<file path="src/rtl/alu_share_ctrl.sv">
// Shares one combinational ALU between two requesters. Each operation runs as a
// three-phase transaction: accept in IDLE, one EXEC cycle, then RESP until the owner takes the result.
module alu_share_ctrl #(
  parameter int DATA_WIDTH = 32,
  parameter int OP_WIDTH   = 5,
  parameter int CNT_WIDTH  = 16
) (
  input  logic                  clk,
  input  logic                  reset,
  input  logic                  req0_valid,
  output logic                  req0_ready,
  input  logic [OP_WIDTH-1:0]   req0_op,
  input  logic [DATA_WIDTH-1:0] req0_src1,
  input  logic [DATA_WIDTH-1:0] req0_src2,
  input  logic                  req1_valid,
  output logic                  req1_ready,
  input  logic [OP_WIDTH-1:0]   req1_op,
  input  logic [DATA_WIDTH-1:0] req1_src1,
  input  logic [DATA_WIDTH-1:0] req1_src2,
  output logic                  rsp0_valid,
  input  logic                  rsp0_ready,
  output logic [DATA_WIDTH-1:0] rsp0_data,
  output logic                  rsp0_flag,
  output logic                  rsp0_err,
  output logic                  rsp1_valid,
  input  logic                  rsp1_ready,
  output logic [DATA_WIDTH-1:0] rsp1_data,
  output logic                  rsp1_flag,
  output logic                  rsp1_err,
  output logic [DATA_WIDTH-1:0] alu_src1,
  output logic [DATA_WIDTH-1:0] alu_src2,
  output logic [OP_WIDTH-1:0]   alu_opcode,
  input  logic [DATA_WIDTH-1:0] alu_data_out,
  output logic                  busy,
  output logic [CNT_WIDTH-1:0]  op_count
);

  // Handshake: a transfer happens on a rising edge where valid and ready are both high.
  typedef enum logic [1:0] {IDLE = 2'd0, EXEC = 2'd1, RESP = 2'd2} state_e;

  localparam logic [OP_WIDTH-1:0] OP_CMP_LO = OP_WIDTH'(9);
  localparam logic [OP_WIDTH-1:0] OP_CMP_HI = OP_WIDTH'(15);
  localparam logic [OP_WIDTH-1:0] OP_CMP_A  = OP_WIDTH'(17);
  localparam logic [OP_WIDTH-1:0] OP_CMP_B  = OP_WIDTH'(18);
  localparam logic [OP_WIDTH-1:0] OP_ILL_LO = OP_WIDTH'(19);

  state_e                  state_q, state_d;
  logic                    owner_q, owner_d;
  logic                    ptr_q, ptr_d;
  logic                    served_q, served_d;
  logic [OP_WIDTH-1:0]     op_q, op_d;
  logic [DATA_WIDTH-1:0]   src1_q, src1_d;
  logic [DATA_WIDTH-1:0]   src2_q, src2_d;
  logic [DATA_WIDTH-1:0]   res_q, res_d;
  logic                    flag_q, flag_d;
  logic                    err_q, err_d;
  logic [CNT_WIDTH-1:0]    cnt_q, cnt_d;
  logic                    grant;
  logic                    is_cmp;
  logic                    is_ill;
  logic                    owner_rsp_ready;

  always_ff @(posedge clk or posedge reset) begin
    if (reset) begin
      state_q  <= IDLE;
      owner_q  <= 1'b0;
      ptr_q    <= 1'b0;
      served_q <= 1'b0;
      op_q     <= '0;
      src1_q   <= '0;
      src2_q   <= '0;
      res_q    <= '0;
      flag_q   <= 1'b0;
      err_q    <= 1'b0;
      cnt_q    <= '0;
    end else begin
      state_q  <= state_d;
      owner_q  <= owner_d;
      ptr_q    <= ptr_d;
      served_q <= served_d;
      op_q     <= op_d;
      src1_q   <= src1_d;
      src2_q   <= src2_d;
      res_q    <= res_d;
      flag_q   <= flag_d;
      err_q    <= err_d;
      cnt_q    <= cnt_d;
    end
  end

  always_comb begin
    state_d    = state_q;
    owner_d    = owner_q;
    ptr_d      = ptr_q;
    served_d   = served_q;
    op_d       = op_q;
    src1_d     = src1_q;
    src2_d     = src2_q;
    res_d      = res_q;
    flag_d     = flag_q;
    err_d      = err_q;
    cnt_d      = cnt_q;
    req0_ready = 1'b0;
    req1_ready = 1'b0;
    // ptr_q is the last-served requester; until anything has been served req0 wins collisions.
    if (req0_valid && req1_valid) grant = served_q ? ~ptr_q : 1'b0;
    else                          grant = req1_valid;
    is_cmp = ((op_q >= OP_CMP_LO) && (op_q <= OP_CMP_HI)) ||
             (op_q == OP_CMP_A) || (op_q == OP_CMP_B);
    is_ill = (op_q >= OP_ILL_LO);
    owner_rsp_ready = owner_q ? rsp1_ready : rsp0_ready;
    case (state_q)
      IDLE: begin
        if (req0_valid || req1_valid) begin
          req0_ready = ~grant;
          req1_ready = grant;
          owner_d    = grant;
          op_d       = grant ? req1_op   : req0_op;
          src1_d     = grant ? req1_src1 : req0_src1;
          src2_d     = grant ? req1_src2 : req0_src2;
          state_d    = EXEC;
        end
      end
      EXEC: begin
        res_d   = is_ill ? '0 : alu_data_out;
        flag_d  = ~is_ill & is_cmp & alu_data_out[0];
        err_d   = is_ill;
        state_d = RESP;
      end
      RESP: begin
        if (owner_rsp_ready) begin
          cnt_d    = cnt_q + CNT_WIDTH'(1);
          ptr_d    = owner_q;
          served_d = 1'b1;
          state_d  = IDLE;
        end
      end
      default: state_d = IDLE;
    endcase
  end

  assign rsp0_valid = (state_q == RESP) && !owner_q;
  assign rsp1_valid = (state_q == RESP) && owner_q;
  assign rsp0_data  = res_q;
  assign rsp1_data  = res_q;
  assign rsp0_flag  = flag_q;
  assign rsp1_flag  = flag_q;
  assign rsp0_err   = err_q;
  assign rsp1_err   = err_q;
  assign alu_opcode = op_q;
  assign alu_src1   = src1_q;
  assign alu_src2   = src2_q;
  assign busy       = (state_q != IDLE);
  assign op_count   = cnt_q;

endmodule
</file>
<file path="config.mk">
export PLATFORM = sky130hd
export DESIGN_NAME = alu_share_ctrl
export DESIGN_NICKNAME = d
export VERILOG_FILES = /design/src/rtl/alu_share_ctrl.sv
export SDC_FILE = /design/constraint.sdc
export NUM_CORES = 1
export LEC_CHECK = 0
export CORE_AREA = 5 5 126 128
export DETAILED_ROUTE_END_ITERATION = 8
export DIE_AREA = 0 0 131 133
export HOLD_SLACK_MARGIN = 0.02
export PLACE_DENSITY_LB_ADDON = 0.1
export SLEW_MARGIN = 5
export SYNTH_ARGS = -nofsm -noshare
export SYNTH_HDL_FRONTEND = slang
export SYNTH_SLANG_ARGS = --single-unit
export TNS_END_PERCENT = 100
</file>
<file path="constraint.sdc">
create_clock -name clk -period 11 [get_ports clk]
set_input_delay 1.65 -clock clk [delete_from_list [all_inputs] [get_ports clk]]
set_output_delay 1.65 -clock clk [all_outputs]
set_load 0.03 [all_outputs]
</file>
; ---- Word-level counts from Yosys, hierarchy flattened
; Index checks and enable logic that the tools add are counted.
[totals]
ff_bits = 124
latch_bits = 0
ramBits = 0
rom_bits = 0
in_bits = 176
out_inout_bits = 158
memories = 0
[op_classes]
add_sub_neg = 1
mul = 0
div = 0
order_cmp = 3
eq_ne = 6
shift = 0
n_mux = 14
n_bitwise = 5
n_reduce_logical = 13
[op_table]
columns = op, n
row1 = $mux W32, 3
row2 = $add A16 B1 Y16 const B, 1
row3 = $eq A5 B5 Y1 const B, 2
row4 = $mux W1, 7
row5 = $pmux W2 S3, 1
row6 = $reduce_and A2 Y1, 3
row7 = $ge A5 B4 Y1 const B, 1
row8 = $ge A5 B5 Y1 const B, 1
row9 = $le A5 B4 Y1 const B, 1
row10 = $mux W5, 1
row11 = $logic_and A1 B1 Y1, 4
row12 = $mux W2, 2
row13 = $ne A2 B2 Y1 const B, 2
row14 = $logic_or A1 B1 Y1, 3
row15 = $not A1 Y1, 3
row16 = $and A1 B1 Y1, 2
row17 = $eq A2 B1 Y1 const B, 1
row18 = $eq A2 B2 Y1 const B, 1
row19 = $logic_not A2 Y1, 1
row20 = $reduce_bool A2 Y1, 1
row21 = $logic_not A1 Y1, 1

; ---- Depth between registers and ports, before layout
[logic_depth]
word_depth = 6
mapped_depth = 6
ltp_nobuf = 5

; ---- Least setup slack after synthesis
; No wires, ideal clock.
[synth_timing]
path_type = in2out
from = input port req0_valid
to = output port req0_ready
arrival_time_ns = 2.221
required_time_ns = 9.350
slack_ns = 7.129
stages = 3
cell_sequence = nand2_1 -> a31oi_2 -> buf_2
[synth_via]
elab_chain_len = 5
word_cells_on_any_way = 6
[synth_lines]
columns = item, line
row1 = from (decl), 10  ; input logic req0_valid,
row2 = $logic_and A1 B1 Y1, 106  ; if (req0_valid && req1_valid) grant = served_q ? ~ptr_q : 1'b0;
row3 = $mux W1, 106
row4 = $not A1 Y1, 115  ; req0_ready = ~grant;
row5 = $mux W1 (*), 114  ; if (req0_valid || req1_valid) begin
row6 = $mux W1 (*), 112  ; case (state_q)
row7 = to (decl), 11  ; output logic req0_ready,
; Mark *: on every way between the ends. The rest lies on a longest branch, timed or not.

; ---- Worst setup path after layout
; Same ends and word-level chain as after synthesis.

==> summary.txt <==
Hold crit path type -> register to register
Seq/Total Area, Yosys -> 56.3%
Most frequent cells in the layout -> clkdlybuf4s50_1 (333), dfrtp_1 (124), nand2_1 (76)
DRC Markers -> 0
Hold Vio Cnt, Final -> 0
Setup TNS -> 0 ns
Distinct cells, synth -> 34
Clock skew -> 0.00916 ns
DR WL/cell -> 19.4 um
Number of fill cells -> 1216
Post-Place Cell Area -> 8730 um^2
CTS Buf Count -> 17
Final setup viols -> 0
Hold WS -> 0.467 ns
CTS tree -> yes
Clock latency on the worst-skew pair -> 0.41 ns
Pins Over Slew Limit -> 0
Setup Fix Bufs, Post-CTS -> 0
Avg Cell Area, Syn -> 11.1 um^2
Boundary pin count -> 334
Area of the core -> 14800 um^2
Fin crit share -> 44.4%
Dpl cells -> 955
Worst slew pin tran -> 1.09 ns
Cell Rows -> 45
Flop and latch count out of synthesis -> 124
Via count -> 4947
Initial antenna violation count -> 0
DRT Pass-1 Iters -> 4
Layout Nets -> 963
FMAX -> 205 MHz
Initial drt markers -> 248
Setup CP Type -> primary input to output port
Vias in the first global route -> 5241
CP Data Arrival Time -> 3.23 ns
Finished Layout Cells -> 985
Largest buffer count on any clock path -> 2
Power, Total -> 0.00293 W
CTS clk-pin slew, worst paths -> 0.05 ns
PortBufs -> 333
CP Capture Type -> output port
Most used DFF post-synth -> dfrtp_1
Area growth syn-to-layout -> 68.5%
Leakage power -> 3.89 nW
EDFF count, synth -> 0
PD cells -> 316 nW/um^2
Startpoint types -> primary input
Post-route cell area -> 9280 um^2
DP Wirelength -> 14.3 mm
Net Count, Synth -> 674
Via density -> 5.02
DRT Wirelength -> 19.2 mm
Commonest non-fill, non-tap cell in the layout -> clkdlybuf4s50_1
Maxcap violations -> 0
Synth Warn # -> 0
Total track usage -> 21.7%
Slew HR -> 26.9%
Grt total ovfl -> 0
Clock Tree Root -> clkbuf_16
Post-cts resize count -> 0
Die X -> 131 um
Crit Path Max Fanout -> 3
Clock Sink Count -> 124
First-pass GRT wire length -> 28.9 mm
Pin count of the biggest net entering global routing -> 71
Die Height -> 133 um
Cells after Synth -> 497
Worst vdd ir -> 0.177 mV
Tmin final -> 4.88 ns
Diode count -> 0
Worst EP required -> 9.35 ns
Die area -> 17400 um^2
Status -> completed
Number of routed nets with antenna violations -> 0
H-tree depth reported by CTS -> 4
Post-synth ARST share -> 100%
Initial Utilization -> 37.3%
# hold bufs at CTS -> 0
Unrepaired setup endpoints after global routing -> false
Mapped Area -> 5510 um^2
Placer congestion estimate -> 0.855
Layout cells sized above 1 -> 5.14%
[flip-flops by register name, indices dropped and copies added, names as in the netlist]
register and flops:
alu_src1 32, rsp0_flag 1, alu_src2 32, served_q 1, op_count 16, rsp0_data 32, alu_opcode 5, ptr_q 1
rsp0_err 1, state_q 2, owner_q 1
[area by class of cell]
cell class              instances  area [um^2]  share of cell area, %
repair buffers                337         3360                   36.2
well taps                     188          235                   2.54
multi-input cells             301         2010                   21.6
clock inverters                 9         97.6                   1.05
inverters                       5         21.3                  0.229
flip-flops and latches        124         3100                   33.4
clock buffers                  21          450                   4.85
[critical path, cell delays in order]
cell	delay, ns
clkdlybuf4s50_1	0.59
nand2_1	0.14
a31oi_4	0.17
clkdlybuf4s50_1	0.69
[cells in the mapped netlist, types with 2 or more instances]
| cell | n | share of area [%] |
|---|---|---|
| nand4_1 | 4 | 0.45 |
| nor2_1 | 5 | 0.34 |
| buf_4 | 34 | 4.6 |
| xor2_1 | 3 | 0.48 |
| clkbuf_1 | 13 | 0.89 |
| and2_1 | 5 | 0.57 |
| a221o_1 | 69 | 13 |
| and2_0 | 64 | 7.3 |
| o21ai_0 | 34 | 3.1 |
| mux2_2 | 2 | 0.41 |
| inv_1 | 5 | 0.34 |
| dfrtp_1 | 124 | 56 |
| nand2_1 | 76 | 5.2 |
| nand3_1 | 6 | 0.55 |
| and3_1 | 2 | 0.23 |
| and4_1 | 2 | 0.32 |
| xnor2_1 | 12 | 1.9 |
| buf_2 | 20 | 1.8 |
| nand2b_1 | 2 | 0.23 |
[logic make-up (layout without fill, tap and decap cells)]
group	Yosys count	after routing	share of synthesized area (%)
xor gates and xnor gates	15	15	2.39
DFF	124	124	56.3
AOI/OAI and AO/OA	111	111	16.9
buffers and inverters	72	372	7.68
muxes	3	3	0.591
and+or+nand+nor	171	171	15.9
adders and majority gates	1	1	0.227
[worst paths after layout]
check,from,endpoint,slack [ns],cells past startpoint
max,req0_valid,req0_ready,6.12,4
min,op_count[15]$_DFFE_PP0P_,op_count[15]$_DFFE_PP0P_,0.47,1
max reg2reg,alu_opcode[1]$_DFFE_PP0P_,rsp0_flag$_DFFE_PP0N_,8.80,4
min reg2reg,op_count[15]$_DFFE_PP0P_,op_count[15]$_DFFE_PP0P_,0.47,1
max in group asynchronous,reset,alu_src2[19]$_DFFE_PP0P_,7.96,3
min in group asynchronous,reset,rsp0_data[5]$_DFFE_PP0N_,1.76,2
[routing by layer]
layer / up-vias / share of wire (%) / global-route usage, %
met2: 238 / 51 / 37.0
met3: 33 / 9.9 / 8.28
met4: 0 / 2.5 / 7.60
li1: 2303 / - / -
met5: - / 0 / 0
met1: 2373 / 37 / 24.6
[power by group]
part | internal (W) | switching (W) | total (W)
clock | 0.000334 | 0.000189 | 0.000523
combinational | 0.000685 | 0.000923 | 0.00161
sequential | 0.000657 | 0.000142 | 0.000798
total | 0.00168 | 0.00125 | 0.00293
[stage by stage]
stage	worst slack, ns	util [%]
floorplan	6.05	-
global placement	6.14	59.2
detailed placement	6.11	59.2
CTS	6.11	62.9
global route	6.06	62.9
finish	6.12	62.9
(Power assumes the default switching activity.)
